[config.mk]
export PLATFORM = sky130hd
export DESIGN_NAME = uart_tx_fifo_core
export DESIGN_NICKNAME = d
export VERILOG_FILES = /design/src/rtl/uart_pkg.sv /design/src/rtl/uart_sync_fifo.sv /design/src/rtl/uart_tx_fifo_core.sv
export SDC_FILE = /design/constraint.sdc
export NUM_CORES = 1
export LEC_CHECK = 0
export BUFFER_PORTS_ARGS = -buffer_cell sky130_fd_sc_hd__clkbuf_2
export CORE_UTILIZATION = 50
export DETAILED_ROUTE_END_ITERATION = 10
export GPL_TIMING_DRIVEN = 1
export PLACE_DENSITY = 0.71
export SLEW_MARGIN = 10
export SYNTH_ARGS = -nofsm -noshare
export SYNTH_HDL_FRONTEND = slang
export SYNTH_HIERARCHICAL = 1
export SYNTH_SLANG_ARGS = --single-unit
[constraint.sdc]
create_clock -name clk_i -period 5.6 [get_ports clk_i]
set_input_delay 1.12 -clock clk_i [delete_from_list [all_inputs] [get_ports clk_i]]
set_output_delay 1.12 -clock clk_i [all_outputs]
set_load 0.1 [all_outputs]
[src/rtl/uart_pkg.sv]
// Shared UART transmitter types: FSM states, parity/length encodings, latched frame config.
// Pure definitions and combinational helpers; no latency, no flow control.
package uart_pkg;

  typedef enum logic [2:0] {
    IDLE,
    START,
    DATA,
    PARITY,
    STOP,
    BREAK
  } uart_state_e;

  localparam logic [1:0] PAR_EVEN  = 2'b00;
  localparam logic [1:0] PAR_ODD   = 2'b01;
  localparam logic [1:0] PAR_MARK  = 2'b10;
  localparam logic [1:0] PAR_SPACE = 2'b11;

  localparam logic [1:0] LEN_5 = 2'b00;
  localparam logic [1:0] LEN_6 = 2'b01;
  localparam logic [1:0] LEN_7 = 2'b10;
  localparam logic [1:0] LEN_8 = 2'b11;

  typedef struct packed {
    logic [1:0] len;
    logic       par_en;
    logic       stop2;
  } frame_cfg_t;

  function automatic logic [3:0] data_bits_count(input logic [1:0] len);
    case (len)
      LEN_5:   data_bits_count = 4'd5;
      LEN_6:   data_bits_count = 4'd6;
      LEN_7:   data_bits_count = 4'd7;
      LEN_8:   data_bits_count = 4'd8;
      default: data_bits_count = 4'd8;
    endcase
  endfunction

  // Bits above the character length never contribute to parity.
  function automatic logic calc_parity(input logic [7:0] dat, input logic [1:0] len,
                                       input logic [1:0] mode);
    logic [7:0] mask;
    logic       even;
    mask = 8'hFF >> (2'd3 - len);
    even = ^(dat & mask);
    case (mode)
      PAR_EVEN:  calc_parity = even;
      PAR_ODD:   calc_parity = ~even;
      PAR_MARK:  calc_parity = 1'b1;
      PAR_SPACE: calc_parity = 1'b0;
      default:   calc_parity = 1'b0;
    endcase
  endfunction

endpackage

[src/rtl/uart_sync_fifo.sv]
// Synchronous FIFO with flush; data visible at the head the cycle after a push.
// Pushes while full and pops while empty are ignored; flush clears occupancy and beats a push.
module uart_sync_fifo #(
  parameter int WIDTH = 8,
  parameter int DEPTH = 8
) (
  input  logic                     clk_i,
  input  logic                     rstn_i,
  input  logic                     push,
  input  logic                     pop,
  input  logic                     flush,
  input  logic [WIDTH-1:0]         wr_dat,
  output logic [WIDTH-1:0]         rd_dat,
  output logic                     full,
  output logic                     empty,
  output logic [$clog2(DEPTH):0]   level
);

  localparam int AW = $clog2(DEPTH);

  logic [WIDTH-1:0] mem [DEPTH];
  logic [AW:0]      wr_ptr_q;
  logic [AW:0]      rd_ptr_q;
  logic             do_push;
  logic             do_pop;

  assign level   = wr_ptr_q - rd_ptr_q;
  assign full    = level[AW];
  assign empty   = (level == '0);
  assign do_push = push & ~full;
  assign do_pop  = pop & ~empty;
  assign rd_dat  = mem[rd_ptr_q[AW-1:0]];

  always_ff @(posedge clk_i or negedge rstn_i) begin
    if (!rstn_i) begin
      wr_ptr_q <= '0;
      rd_ptr_q <= '0;
    end else if (flush) begin
      wr_ptr_q <= '0;
      rd_ptr_q <= '0;
    end else begin
      if (do_push) wr_ptr_q <= wr_ptr_q + 1'b1;
      if (do_pop)  rd_ptr_q <= rd_ptr_q + 1'b1;
    end
  end

  always_ff @(posedge clk_i) begin
    if (do_push) mem[wr_ptr_q[AW-1:0]] <= wr_dat;
  end

endmodule

[src/rtl/uart_tx_fifo_core.sv]
// FIFO-fed UART transmitter: first start bit one cycle after the pop; tx_ready_o = FIFO not full.
// UART_TX_BREAK_EN adds a line-break state taking priority over pops at frame boundaries.
module uart_tx_fifo_core
  import uart_pkg::*;
#(
  parameter int DIV_SIZE   = 16,
  parameter int FIFO_DEPTH = 8,
  parameter int DATA_MAX   = 8
) (
  input  logic                          clk_i,
  input  logic                          rstn_i,
  input  logic                          en_i,
  input  logic [1:0]                    data_bits_i,
  input  logic                          parity_en_i,
  input  logic [1:0]                    parity_mode_i,
  input  logic                          stop_bits_i,
  input  logic [DIV_SIZE-1:0]           baud_div_i,
  input  logic                          flush_i,
  input  logic [DATA_MAX-1:0]           tx_data_i,
  input  logic                          tx_valid_i,
  output logic                          tx_ready_o,
  output logic [$clog2(FIFO_DEPTH):0]   fifo_level_o,
  input  logic                          break_i,
  output logic                          tx_o,
  output logic                          busy_o,
  output logic                          done_o
);

  logic                fifo_full;
  logic                fifo_empty;
  logic                fifo_pop;
  logic [DATA_MAX-1:0] fifo_rd_dat;

  uart_sync_fifo #(
    .WIDTH (DATA_MAX),
    .DEPTH (FIFO_DEPTH)
  ) u_fifo (
    .clk_i  (clk_i),
    .rstn_i (rstn_i),
    .push   (tx_valid_i),
    .pop    (fifo_pop),
    .flush  (flush_i),
    .wr_dat (tx_data_i),
    .rd_dat (fifo_rd_dat),
    .full   (fifo_full),
    .empty  (fifo_empty),
    .level  (fifo_level_o)
  );

  assign tx_ready_o = ~fifo_full;

  uart_state_e         state_q, state_d;
  logic [DIV_SIZE-1:0] cnt_q, cnt_d;
  logic [DIV_SIZE-1:0] div_q, div_d;
  frame_cfg_t          cfg_q, cfg_d;
  logic [DATA_MAX-1:0] shreg_q, shreg_d;
  logic [2:0]          bit_q, bit_d;
  logic                stop_q, stop_d;
  logic                par_q, par_d;
  logic                launch_frm;
  logic                bit_end;
  logic                start_ok;
  logic [3:0]          nbits;

  assign bit_end  = (cnt_q == div_q);
  assign start_ok = en_i & ~fifo_empty;
  assign nbits    = data_bits_count(cfg_q.len);

`ifdef UART_TX_BREAK_EN
  logic       brk_rel_q, brk_rel_d;
  logic [3:0] brk_bits_q, brk_bits_d;
  logic [3:0] frame_bits;
  logic       brk_min_met;
  logic       launch_brk;

  assign frame_bits  = 4'd1 + nbits + {3'b000, cfg_q.par_en} + (cfg_q.stop2 ? 4'd2 : 4'd1);
  // Minimum low time is reached on the cycle that completes the last bit period of a frame.
  assign brk_min_met = (brk_bits_q == frame_bits) ||
                       (bit_end && (brk_bits_q == frame_bits - 4'd1));

  always_ff @(posedge clk_i or negedge rstn_i) begin
    if (!rstn_i) begin
      brk_rel_q  <= 1'b0;
      brk_bits_q <= '0;
    end else begin
      brk_rel_q  <= brk_rel_d;
      brk_bits_q <= brk_bits_d;
    end
  end
`else
  logic unused_break;
  assign unused_break = break_i;
`endif

  always_ff @(posedge clk_i or negedge rstn_i) begin
    if (!rstn_i) begin
      state_q <= IDLE;
      cnt_q   <= '0;
      div_q   <= '0;
      cfg_q   <= '0;
      shreg_q <= '0;
      bit_q   <= '0;
      stop_q  <= 1'b0;
      par_q   <= 1'b0;
    end else begin
      state_q <= state_d;
      cnt_q   <= cnt_d;
      div_q   <= div_d;
      cfg_q   <= cfg_d;
      shreg_q <= shreg_d;
      bit_q   <= bit_d;
      stop_q  <= stop_d;
      par_q   <= par_d;
    end
  end

  always_comb begin
    state_d    = state_q;
    cnt_d      = bit_end ? '0 : cnt_q + 1'b1;
    div_d      = div_q;
    cfg_d      = cfg_q;
    shreg_d    = shreg_q;
    bit_d      = bit_q;
    stop_d     = stop_q;
    par_d      = par_q;
    fifo_pop   = 1'b0;
    launch_frm = 1'b0;
    tx_o       = 1'b1;
    busy_o     = 1'b1;
    done_o     = 1'b0;
`ifdef UART_TX_BREAK_EN
    brk_rel_d  = brk_rel_q;
    brk_bits_d = brk_bits_q;
    launch_brk = 1'b0;
`endif

    case (state_q)
      IDLE: begin
        busy_o = 1'b0;
        cnt_d  = '0;
`ifdef UART_TX_BREAK_EN
        if (break_i)       launch_brk = 1'b1;
        else if (start_ok) launch_frm = 1'b1;
`else
        if (start_ok) launch_frm = 1'b1;
`endif
      end
      START: begin
        tx_o = 1'b0;
        if (bit_end) begin
          state_d = DATA;
          bit_d   = '0;
        end
      end
      DATA: begin
        tx_o = shreg_q[0];
        if (bit_end) begin
          shreg_d = shreg_q >> 1;
          bit_d   = bit_q + 3'd1;
          stop_d  = 1'b0;
          if (bit_q == 3'(nbits - 4'd1)) state_d = cfg_q.par_en ? PARITY : STOP;
        end
      end
      PARITY: begin
        tx_o = par_q;
        if (bit_end) begin
          state_d = STOP;
          stop_d  = 1'b0;
        end
      end
      STOP: begin
        if (bit_end) begin
          if (cfg_q.stop2 && !stop_q) begin
            stop_d = 1'b1;
          end else begin
            done_o  = 1'b1;
            state_d = IDLE;
`ifdef UART_TX_BREAK_EN
            if (break_i)       launch_brk = 1'b1;
            else if (start_ok) launch_frm = 1'b1;
`else
            if (start_ok) launch_frm = 1'b1;
`endif
          end
        end
      end
`ifdef UART_TX_BREAK_EN
      BREAK: begin
        tx_o = brk_rel_q;
        if (!brk_rel_q) begin
          if (bit_end && (brk_bits_q != frame_bits)) brk_bits_d = brk_bits_q + 4'd1;
          if (!break_i && brk_min_met) begin
            brk_rel_d = 1'b1;
            cnt_d     = '0;
          end
        end else if (bit_end) begin
          state_d = IDLE;
        end
      end
`endif
      default: begin
        state_d = IDLE;
        cnt_d   = '0;
      end
    endcase

    // Config and character are captured together so mid-frame input changes only affect the next frame.
    if (launch_frm) begin
      fifo_pop     = 1'b1;
      state_d      = START;
      cnt_d        = '0;
      div_d        = baud_div_i;
      cfg_d.len    = data_bits_i;
      cfg_d.par_en = parity_en_i;
      cfg_d.stop2  = stop_bits_i;
      shreg_d      = fifo_rd_dat;
      par_d        = calc_parity(fifo_rd_dat, data_bits_i, parity_mode_i);
      bit_d        = '0;
      stop_d       = 1'b0;
    end
`ifdef UART_TX_BREAK_EN
    if (launch_brk) begin
      state_d      = BREAK;
      cnt_d        = '0;
      div_d        = baud_div_i;
      cfg_d.len    = data_bits_i;
      cfg_d.par_en = parity_en_i;
      cfg_d.stop2  = stop_bits_i;
      brk_bits_d   = '0;
      brk_rel_d    = 1'b0;
    end
`endif
  end

endmodule

==> impl_metrics.ini, run 1 <==
[sta]
fin_crit_sh_pct = 77.0
grt_setup_unrepaired = no
clock_period_minus_worst_slack_ns = 4.31
finish_stage_setup_viols = 0
slew-limit-headroom_pct = 37.7
fin_tns_setup_ns = 0
finalHoldViolations = 0
clock.fmax_ghz = 0.232
max_slew.worst_pin.slew_ns = 0.931
hold_ws_ns = 0.498
finClkSkew_ns = 0.0134
drv_slew = 0

[synthesis]
ys_top_cells_by_area = edfxtp_1, dfrtp_1, mux4_2
synth-seq-area-share_pct = 59.6
synth_area_um2 = 5750
area_share_of_the_largest_cell_type_after_synthesis_pct = 33.4
synthDistinctLibCells = 48
synth_nets = 486
synth_edf_count = 64
postSynth.asyncResetShare_pct = 48.4
synth.avg_cell_area_um2 = 13.0
number_of_synthesized_register_bits = 124
synth_warn = 6
post-synth-top-area-cell = edfxtp_1
synth_cells = 442
dominantRegCellSynth = edfxtp_1

[grt]
grt_first_pass_wirelength_mm = 17.3
groute.usage.overall_pct = 20.2
grt_pass1_vias = 3532
global_route.overflow_total = 0
largest_net_degree_at_the_start_of_global_routing = 61
grt_antenna_before_repair = 0

[clock_network]
insertion_delay_ns = 0.42
cts_inserted_buffers = 17
clk_root_buffer_cell = clkbuf_16
clk_pin_slew_worst_paths_ns = 0.06
post_cts.repair.setup_buffers = 0
cts.htree.levels = 4
cts.hold.buffers_added = 0
cts_tree = done
clock_sinks = 124
cts-resized-gates = 0
ctsLongestPathBuffers = 2

[placed_design]
placement.cell_area_um2 = 6130
dp.final_hpwl_mm = 7.08
input_output_buffers = 42
place_congestion = 0.834
dp_cells = 613

[power_and_ir_drop]
power.net_switching_uw = 867
power.switching_fraction_pct = 30.5
leakage_power_nw = 2.77
power_per_cell_area_nw_per_um2 = 425
total_power_consumption_of_the_routed_design_mw = 2.84
power_report.internal_total_mw = 1.98
power.share.clock_pct = 36.9
power.combinational.fraction_pct = 19.2
vdd.ir_drop.worst_uv = 354
seqPwrFrac_pct = 43.8

[die]
coreArea_um2 = 11000
die_h_um = 109
fp.dieArea_um2 = 11900
initial_utilization_pct = 52.1
core.rowCount = 38
chipWidth_um = 109
floorplan.io_pins = 44

[setup_path]
worstRegToRegCells = 11
critical_path.n_buffers_inverters = 3
startpoint_type = register
timing.critical_path.slowest_stage_cell = dfrtp_1
critPathArrivalTime_ns = 3.19
worst_r2r_endpoint = div_q[9]
worst-r2r-setup-slack_ns = 1.78
slowest_delay_ns = 0.59
critical_path.top_delay_family = buffers and inverters
cp_max_fo = 11
crit_path_end_kind = output pin
rr_startpoint = u_fifo/rd_ptr_q[2]
crit_type = reg -> out
cp_cell_sequence = clkinv_1, ha_1, and3b_1, o21ai_1, nand2_1, inv_1, clkbuf_2
required_ns = 4.48

[final_layout]
n_antenna_cell = 0
layout_cell_area_excl_fill_um2 = 6700
finalNetCount = 536
layout_common_cells = edfxtp_1, dfrtp_1, clkbuf_2
area_growth_syn_to_layout_pct = 16.6
post_route_cells_drive_above_1_share_pct = 20.4
layoutNonFillerInstCount = 645
layout.cells.most_common = edfxtp_1
n_fill_cell = 868

[min_path]
timing.hold.worst_endpoint = par_q
hold-path-cell-count = 2
worst_hold_path_type = reg -> reg
hold_path_startpoint = par_q

[flow_run]
drv_cap = 0

[detailed_routing]
vias_per_cell = 5.59
routedWlPerCell_um = 16.4
detailedRoute.firstPassIterationCount = 4
drc = 0
drt_first_iter_violations = 177
num_vias = 3603
drtAntennaViolNets = 0
routed_wl_mm = 10.6

[outcome]
status = completed
[stage by stage]
stage,setup slack [ns],utilization [%]
2_1_floorplan,0.974,-
3_3_place_gp,1.75,55.5
3_5_place_dp,1.72,55.5
4_1_cts,1.26,60.8
5_1_grt,1.11,60.8
6_report,1.29,60.8
[cell type report]
cell class | count | area, µm² | area share [%]
sequential | 124 | 3420 | 51.1
multi-input combinational | 285 | 2200 | 32.9
clock buffer | 17 | 425 | 6.35
timing repair buffer | 50 | 270 | 4.03
tap | 140 | 175 | 2.61
clock inverter | 15 | 150 | 2.24
inverter | 14 | 52.6 | 0.784
[flip-flops by register name, indices dropped and copies added, names as in the netlist]
register / count
u_fifo/wr_ptr_q: 4
stop_q: 1
state_q: 3
u_fifo/rd_ptr_q: 4
u_fifo/mem: 64
cnt_q: 16
div_q: 16
bit_q: 3
shreg_q: 8
cfg_q: 4
par_q: 1
[synthesized netlist by cell type, types with 2 or more instances]
| cell type | n |
|---|---|
| edfxtp_1 | 64 |
| dfrtp_1 | 60 |
| nand2_1 | 40 |
| nor2_1 | 39 |
| xnor2_1 | 24 |
| mux2_1 | 22 |
| a21oi_1 | 17 |
| mux4_2 | 16 |
| xor2_1 | 16 |
| nand4_1 | 14 |
| inv_1 | 13 |
| clkbuf_1 | 11 |
| nand3_1 | 9 |
| mux2i_1 | 8 |
| nor3_1 | 8 |
| o21ai_0 | 8 |
| ha_1 | 7 |
| nand2b_1 | 7 |
| nor2b_1 | 7 |
| buf_2 | 6 |
| nor3b_1 | 6 |
| and3_1 | 5 |
| o31ai_1 | 4 |
| a21boi_0 | 3 |
| a21o_1 | 2 |
| and3b_1 | 2 |
| buf_4 | 2 |
| o31a_1 | 2 |
[tightest hold or removal path, delay by kind of cell, from the launching register on]
kind / cells / cell delay, ns
DFF: 1 / 0.35
and+or+nand+nor: 1 / 0.05
AOI/OAI and AO/OA: 1 / 0.06
[per-layer routing]
| metal | track usage (%) | wire (µm) |
|---|---|---|
| met1 | 25.4 | 4690 |
| met2 | 32.3 | 5230 |
| met3 | 5.80 | 490 |
| met4 | 9.14 | 188 |
| met5 | 0 | 0 |
[how the worst max path moves through the flow]
stage / start / to / slack, ns / cells after the start
after floorplan: u_fifo/rd_ptr_q[1] / u_fifo/rd_ptr_q[0] / 0.97 / 14
after global placement: u_fifo/rd_ptr_q[2] / tx_ready_o / 1.75 / 7
after detailed placement: u_fifo/rd_ptr_q[2] / tx_ready_o / 1.72 / 7
after CTS: u_fifo/rd_ptr_q[2] / tx_ready_o / 1.26 / 7
after global routing: u_fifo/rd_ptr_q[2] / tx_ready_o / 1.11 / 7
final: u_fifo/rd_ptr_q[2] / tx_ready_o / 1.29 / 7
[logic make-up (layout without fill, tap and decap cells)]
logic type / after synthesis / after routing / share of synthesized area (%)
simple gates: 143 / 143 / 12.4
flops: 124 / 124 / 59.6
mux: 47 / 47 / 12.2
compound gates: 46 / 46 / 5.12
xor+xnor: 41 / 41 / 6.49
buf+inv: 33 / 96 / 2.42
fa+ha+maj: 8 / 8 / 1.87
[power by group through the flow]
stage	combinational [mW]	clock, mW	sequential [mW]
finish	0.547	1.05	1.25
global route	0.610	1.11	1.27
CTS	0.555	1.07	1.25
detailed placement	0.551	0	1.26
global placement	0.534	0	1.26
floorplan	0.456	0	1.21
No activity file was read; power rests on OpenSTA's default activity.
==> run 2, diff against run 1 <==
--- a/config.mk
+++ b/config.mk
@@ -9,7 +9,7 @@
 export CORE_UTILIZATION = 50
 export DETAILED_ROUTE_END_ITERATION = 10
 export GPL_TIMING_DRIVEN = 1
-export PLACE_DENSITY = 0.71
+export PLACE_DENSITY = 0.74
 export SLEW_MARGIN = 10
 export SYNTH_ARGS = -nofsm -noshare
 export SYNTH_HDL_FRONTEND = slang
==> constraint.sdc (replaced) <==
create_clock -name clk_i -period 3.8 [get_ports clk_i]
set_input_delay 0.76 -clock clk_i [delete_from_list [all_inputs] [get_ports clk_i]]
set_output_delay 0.76 -clock clk_i [all_outputs]
set_load 0.1 [all_outputs]
==> run 2 against run 1 <==
  * Total power is 46% higher
  * Clock power up 45%
  * Via count up 1.7%
  * Worst hold slack got worse by 0.10 ns
  * Register-to-register slack worse by 1.2 ns
  * Die area unchanged
  * Combinational power up 47%
  * Core utilization grew 0.56 points
  * Design area is 0.91% higher
  * First-iteration DRC count is 21% higher
==> impl_metrics.ini, run 2 (synthesis gave the netlist of run 1 again) <==
[outcome]
status = completed

[die]
initial_utilization_pct = 52.1
coreArea_um2 = 11000
fp.dieArea_um2 = 11900
die_h_um = 109
core.rowCount = 38
floorplan.io_pins = 44
chipWidth_um = 109

[setup_path]
cp_cell_sequence = ha_1, and3b_1, o21ai_1, nand2_1, inv_1, clkbuf_2
crit_type = reg -> out
crit_path_end_kind = output pin
worstRegToRegCells = 11
startpoint_type = register
timing.critical_path.slowest_stage_cell = dfrtp_1
slowest_delay_ns = 0.49
required_ns = 3.04
critical_path.top_delay_family = buffers and inverters
cp_max_fo = 11
critical_path.n_buffers_inverters = 2
critical_path_depth = 6
critPathArrivalTime_ns = 2.70

[detailed_routing]
routed_wl_mm = 11.0
routedWlPerCell_um = 16.8
drtAntennaViolNets = 0
num_vias = 3663
drc = 0
drt_first_iter_violations = 215
vias_per_cell = 5.60
detailedRoute.firstPassIterationCount = 4

[final_layout]
largest_reg_flops = 64
finalNetCount = 545
area_growth_syn_to_layout_pct = 17.7
layout_common_cells = edfxtp_1, dfrtp_1, clkbuf_2
layout.cells.most_common = edfxtp_1
n_antenna_cell = 0
post_route_cells_drive_above_1_share_pct = 20.8

[clock_network]
cts_tree = done
cts_inserted_buffers = 17
ctsLongestPathBuffers = 2
post_cts.repair.setup_buffers = 0
cts.hold.buffers_added = 0
clk_pin_slew_worst_paths_ns = 0.06
insertion_delay_ns = 0.42
clock_sinks = 124
cts-resized-gates = 0
clk_root_buffer_cell = clkbuf_16
cts.htree.levels = 4

[sta]
clock.fmax_ghz = 0.289
fin_crit_sh_pct = 91.1
max_slew.worst_pin.slew_ns = 0.723
finalHoldViolations = 0
fin_tns_setup_ns = 0
grt_setup_unrepaired = no
postLayoutSetupSlackWorst_ns = 0.337
drv_slew = 0
finClkSkew_ns = 0.00621
finish_stage_setup_viols = 0
clock_period_minus_worst_slack_ns = 3.46
slew-limit-headroom_pct = 51.8

[power_and_ir_drop]
power_per_cell_area_nw_per_um2 = 615
leakage_power_nw = 2.80
vdd.ir_drop.worst_uv = 440

[grt]
global_route.overflow_total = 0
grt_antenna_before_repair = 0
largest_net_degree_at_the_start_of_global_routing = 31
grt_first_pass_wirelength_mm = 18.3
grt_pass1_vias = 3708
groute.usage.overall_pct = 21.2

[placed_design]
post-place-ws_ns = 0.640
dp.final_hpwl_mm = 7.37
place_congestion = 0.866
input_output_buffers = 42

[min_path]
worst_hold_path_type = in -> async

[flow_run]
drv_cap = 0
## run 2: metal layers
layer / GRT usage [%] / part of all wire (%)
met3: 4.84 / 4.2
met1: 27.1 / 45
met5: 0 / 0
met2: 33.2 / 49
met4: 12.2 / 2.1
## run 2: layout make-up
class	instances	area, µm²
clock inverters	14	129
inverters	14	52.6
repair buffers	59	338
flip-flops and latches	124	3420
fillers	860	4270
clock buffers	18	429
multi-input cells	285	2220
well taps	140	175
## run 2: final timing paths
check                                    from                  to  slack [ns]
setup reg to reg           u_fifo/wr_ptr_q[2]  u_fifo/rd_ptr_q[0]        0.58
hold reg to reg                    shreg_q[7]          shreg_q[7]        0.50
hold / removal                         rstn_i            div_q[4]        0.39
min in group clk_i                 shreg_q[7]          shreg_q[7]        0.50
max in group asynchronous              rstn_i          shreg_q[1]        2.64
setup / recovery           u_fifo/wr_ptr_q[2]          tx_ready_o        0.34
## run 2: through the flow
| step | cell area (µm²) | std cells | hold WS [ns] | util [%] | power [mW] |
|---|---|---|---|---|---|
| 2_1_floorplan | 5770 | 442 | 0.451 | - | 2.46 |
| 3_3_place_gp | 6200 | 622 | 0.469 | 56.3 | 2.63 |
| 3_5_place_dp | 6200 | 622 | 0.491 | 56.3 | 2.67 |
| 4_1_cts | 6760 | 654 | 0.404 | 61.3 | 4.20 |
| 5_1_grt | 6760 | 654 | 0.454 | 61.3 | 4.37 |
| 6_report | 6760 | 654 | 0.393 | 61.3 | 4.16 |
## run 2: report_power, final
part           switching (mW)  internal, mW  total (mW)
Clock                   0.566         0.949        1.52
Combinational           0.452         0.352       0.804
Sequential              0.197          1.64        1.84
Total                    1.22          2.95        4.16
==> run 3, diff against run 2 <==
--- a/config.mk
+++ b/config.mk
@@ -9,6 +9,7 @@
 export CORE_UTILIZATION = 50
 export DETAILED_ROUTE_END_ITERATION = 10
 export GPL_TIMING_DRIVEN = 1
+export MAX_ROUTING_LAYER = met4
 export PLACE_DENSITY = 0.74
 export SLEW_MARGIN = 10
 export SYNTH_ARGS = -nofsm -noshare
==> run 3 against run 2 <==
  * Setup slack hardly changed
  * Clock skew is 0.0029 ns higher
  * Core utilization stayed put
  * Fmax hardly changed
  * Flip-flop and latch count stayed put
  * Register-to-register slack worse by 0.02 ns
  * Total power hardly changed
  * Sequential share of layout area stayed put
  * Combinational power hardly changed
  * Critical path depth stayed put
  * Sequential power hardly changed
  * Via count is 0.96% lower
==> impl_metrics.ini, run 3 (synthesis gave the netlist of run 1 again) <==
[setup_path]
worst_r2r_endpoint = u_fifo/rd_ptr_q[0]
critical_path.n_buffers_inverters = 2
crit_type = reg -> out
worst-r2r-setup-slack_ns = 0.56
required_ns = 3.04
crit_path_end_kind = output pin
timing.critical_path.slowest_stage_cell = dfrtp_1
rr_startpoint = u_fifo/wr_ptr_q[2]
cp_max_fo = 11
cp_cell_sequence = ha_1, and3b_1, o21ai_1, nand2_1, inv_1, clkbuf_2
startpoint_type = register
worstRegToRegCells = 11
critPathArrivalTime_ns = 2.70
critical_path.top_delay_family = buffers and inverters
slowest_delay_ns = 0.49
critical_path.startpoint = u_fifo/wr_ptr_q[2]

[clock_network]
cts-resized-gates = 0
post_cts.repair.setup_buffers = 0
cts_inserted_buffers = 17
cts_tree = done
insertion_delay_ns = 0.42
clk_pin_slew_worst_paths_ns = 0.06
clock_sinks = 124
ctsLongestPathBuffers = 2
cts.hold.buffers_added = 0
cts.htree.levels = 4
clk_root_buffer_cell = clkbuf_16

[outcome]
status = completed

[final_layout]
post_route_cells_drive_above_1_share_pct = 20.8
finalNetCount = 545
layout.cells.most_common = edfxtp_1
n_antenna_cell = 0
n_fill_cell = 860
largest_reg_flops = 64
layout_common_cells = edfxtp_1, dfrtp_1, clkbuf_2
area_growth_syn_to_layout_pct = 17.7

[detailed_routing]
vias_per_cell = 5.55
routedWlPerCell_um = 16.8
routed_wl_mm = 11.0
num_vias = 3628
drc = 0
drtAntennaViolNets = 0
detailedRoute.firstPassIterationCount = 4
drt_first_iter_violations = 223

[sta]
clock_period_minus_worst_slack_ns = 3.46
fin_crit_sh_pct = 91.1
fin_tns_setup_ns = 0
finClkSkew_ns = 0.00909
finish_stage_setup_viols = 0
finalHoldViolations = 0
drv_slew = 0
slew-limit-headroom_pct = 50.9
grt_setup_unrepaired = no
clock.fmax_ghz = 0.289
max_slew.worst_pin.slew_ns = 0.737

[grt]
grt_antenna_before_repair = 0
grt_first_pass_wirelength_mm = 18.2
grt_pass1_vias = 3705
groute.usage.overall_pct = 21.8
largest_net_degree_at_the_start_of_global_routing = 31
global_route.overflow_total = 0

[min_path]
worst_hold_path_type = in -> async

[die]
core.rowCount = 38
floorplan.io_pins = 44
die_h_um = 109
fp.dieArea_um2 = 11900
coreArea_um2 = 11000
initial_utilization_pct = 52.1
chipWidth_um = 109

[power_and_ir_drop]
power_per_cell_area_nw_per_um2 = 615
leakage_power_nw = 2.80
total_power_consumption_of_the_routed_design_mw = 4.16
vdd.ir_drop.worst_uv = 441

[flow_run]
drv_cap = 0

[placed_design]
place_congestion = 0.880
input_output_buffers = 42
dp.final_hpwl_mm = 7.37
run 3: cell type report:
class                      instances  area, µm²  share of cell area (%)
clock buffer                      18        429                    6.35
sequential                       124       3420                    50.6
multi-input combinational        285       2220                    32.8
clock inverter                    14        129                    1.91
timing repair buffer              59        338                    5.00
tap                              140        175                    2.59
inverter                          14       52.6                   0.777
run 3: how the worst max path moves through the flow:
stage | endpoint | cells after the start
floorplan | u_fifo/rd_ptr_q[0] | 14
finish | tx_ready_o | 6
detailed placement | u_fifo/rd_ptr_q[0] | 11
CTS | tx_ready_o | 6
global placement | div_q[7] | 10
global route | tx_ready_o | 6
run 3: worst register-to-register path, stage by stage, from the launching register on:
cell      delay (ns)
dfrtp_1         0.49
ha_1            0.47
a21oi_1         0.33
nand3_1         0.26
nand2_1         0.19
nor2_1          0.09
nand2b_1        0.19
nor3_1          0.27
a31oi_4         0.14
inv_1           0.16
o31a_1          0.20
mux2_1          0.33
run 3: power by group:
group | leakage (nW) | switching [mW] | internal [mW] | total [mW]
logic | 1.20 | 0.453 | 0.352 | 0.805
clock network | 0.263 | 0.563 | 0.949 | 1.51
registers | 1.34 | 0.197 | 1.64 | 1.84
total | 2.80 | 1.21 | 2.95 | 4.16
run 3: metal layers:
| metal | global-route usage [%] | up-vias | wire length [µm] |
|---|---|---|---|
| met5 | - | - | 0 |
| met4 | 11.6 | 0 | 61 |
| met3 | 5.14 | 5 | 513 |
| met2 | 33.1 | 82 | 5520 |
| met1 | 27.2 | 1820 | 4890 |
| li1 | - | 1721 | - |
run 3: through the flow:
stage	util, %	hold WS (ns)	setup slack (ns)	area [µm²]	instances
floorplan	-	0.451	0.100	5770	442
global placement	56.3	0.469	0.729	6200	622
detailed placement	56.3	0.491	0.640	6200	622
CTS	61.3	0.404	0.352	6760	654
global route	61.3	0.452	0.196	6760	654
finish	61.3	0.402	0.337	6760	654
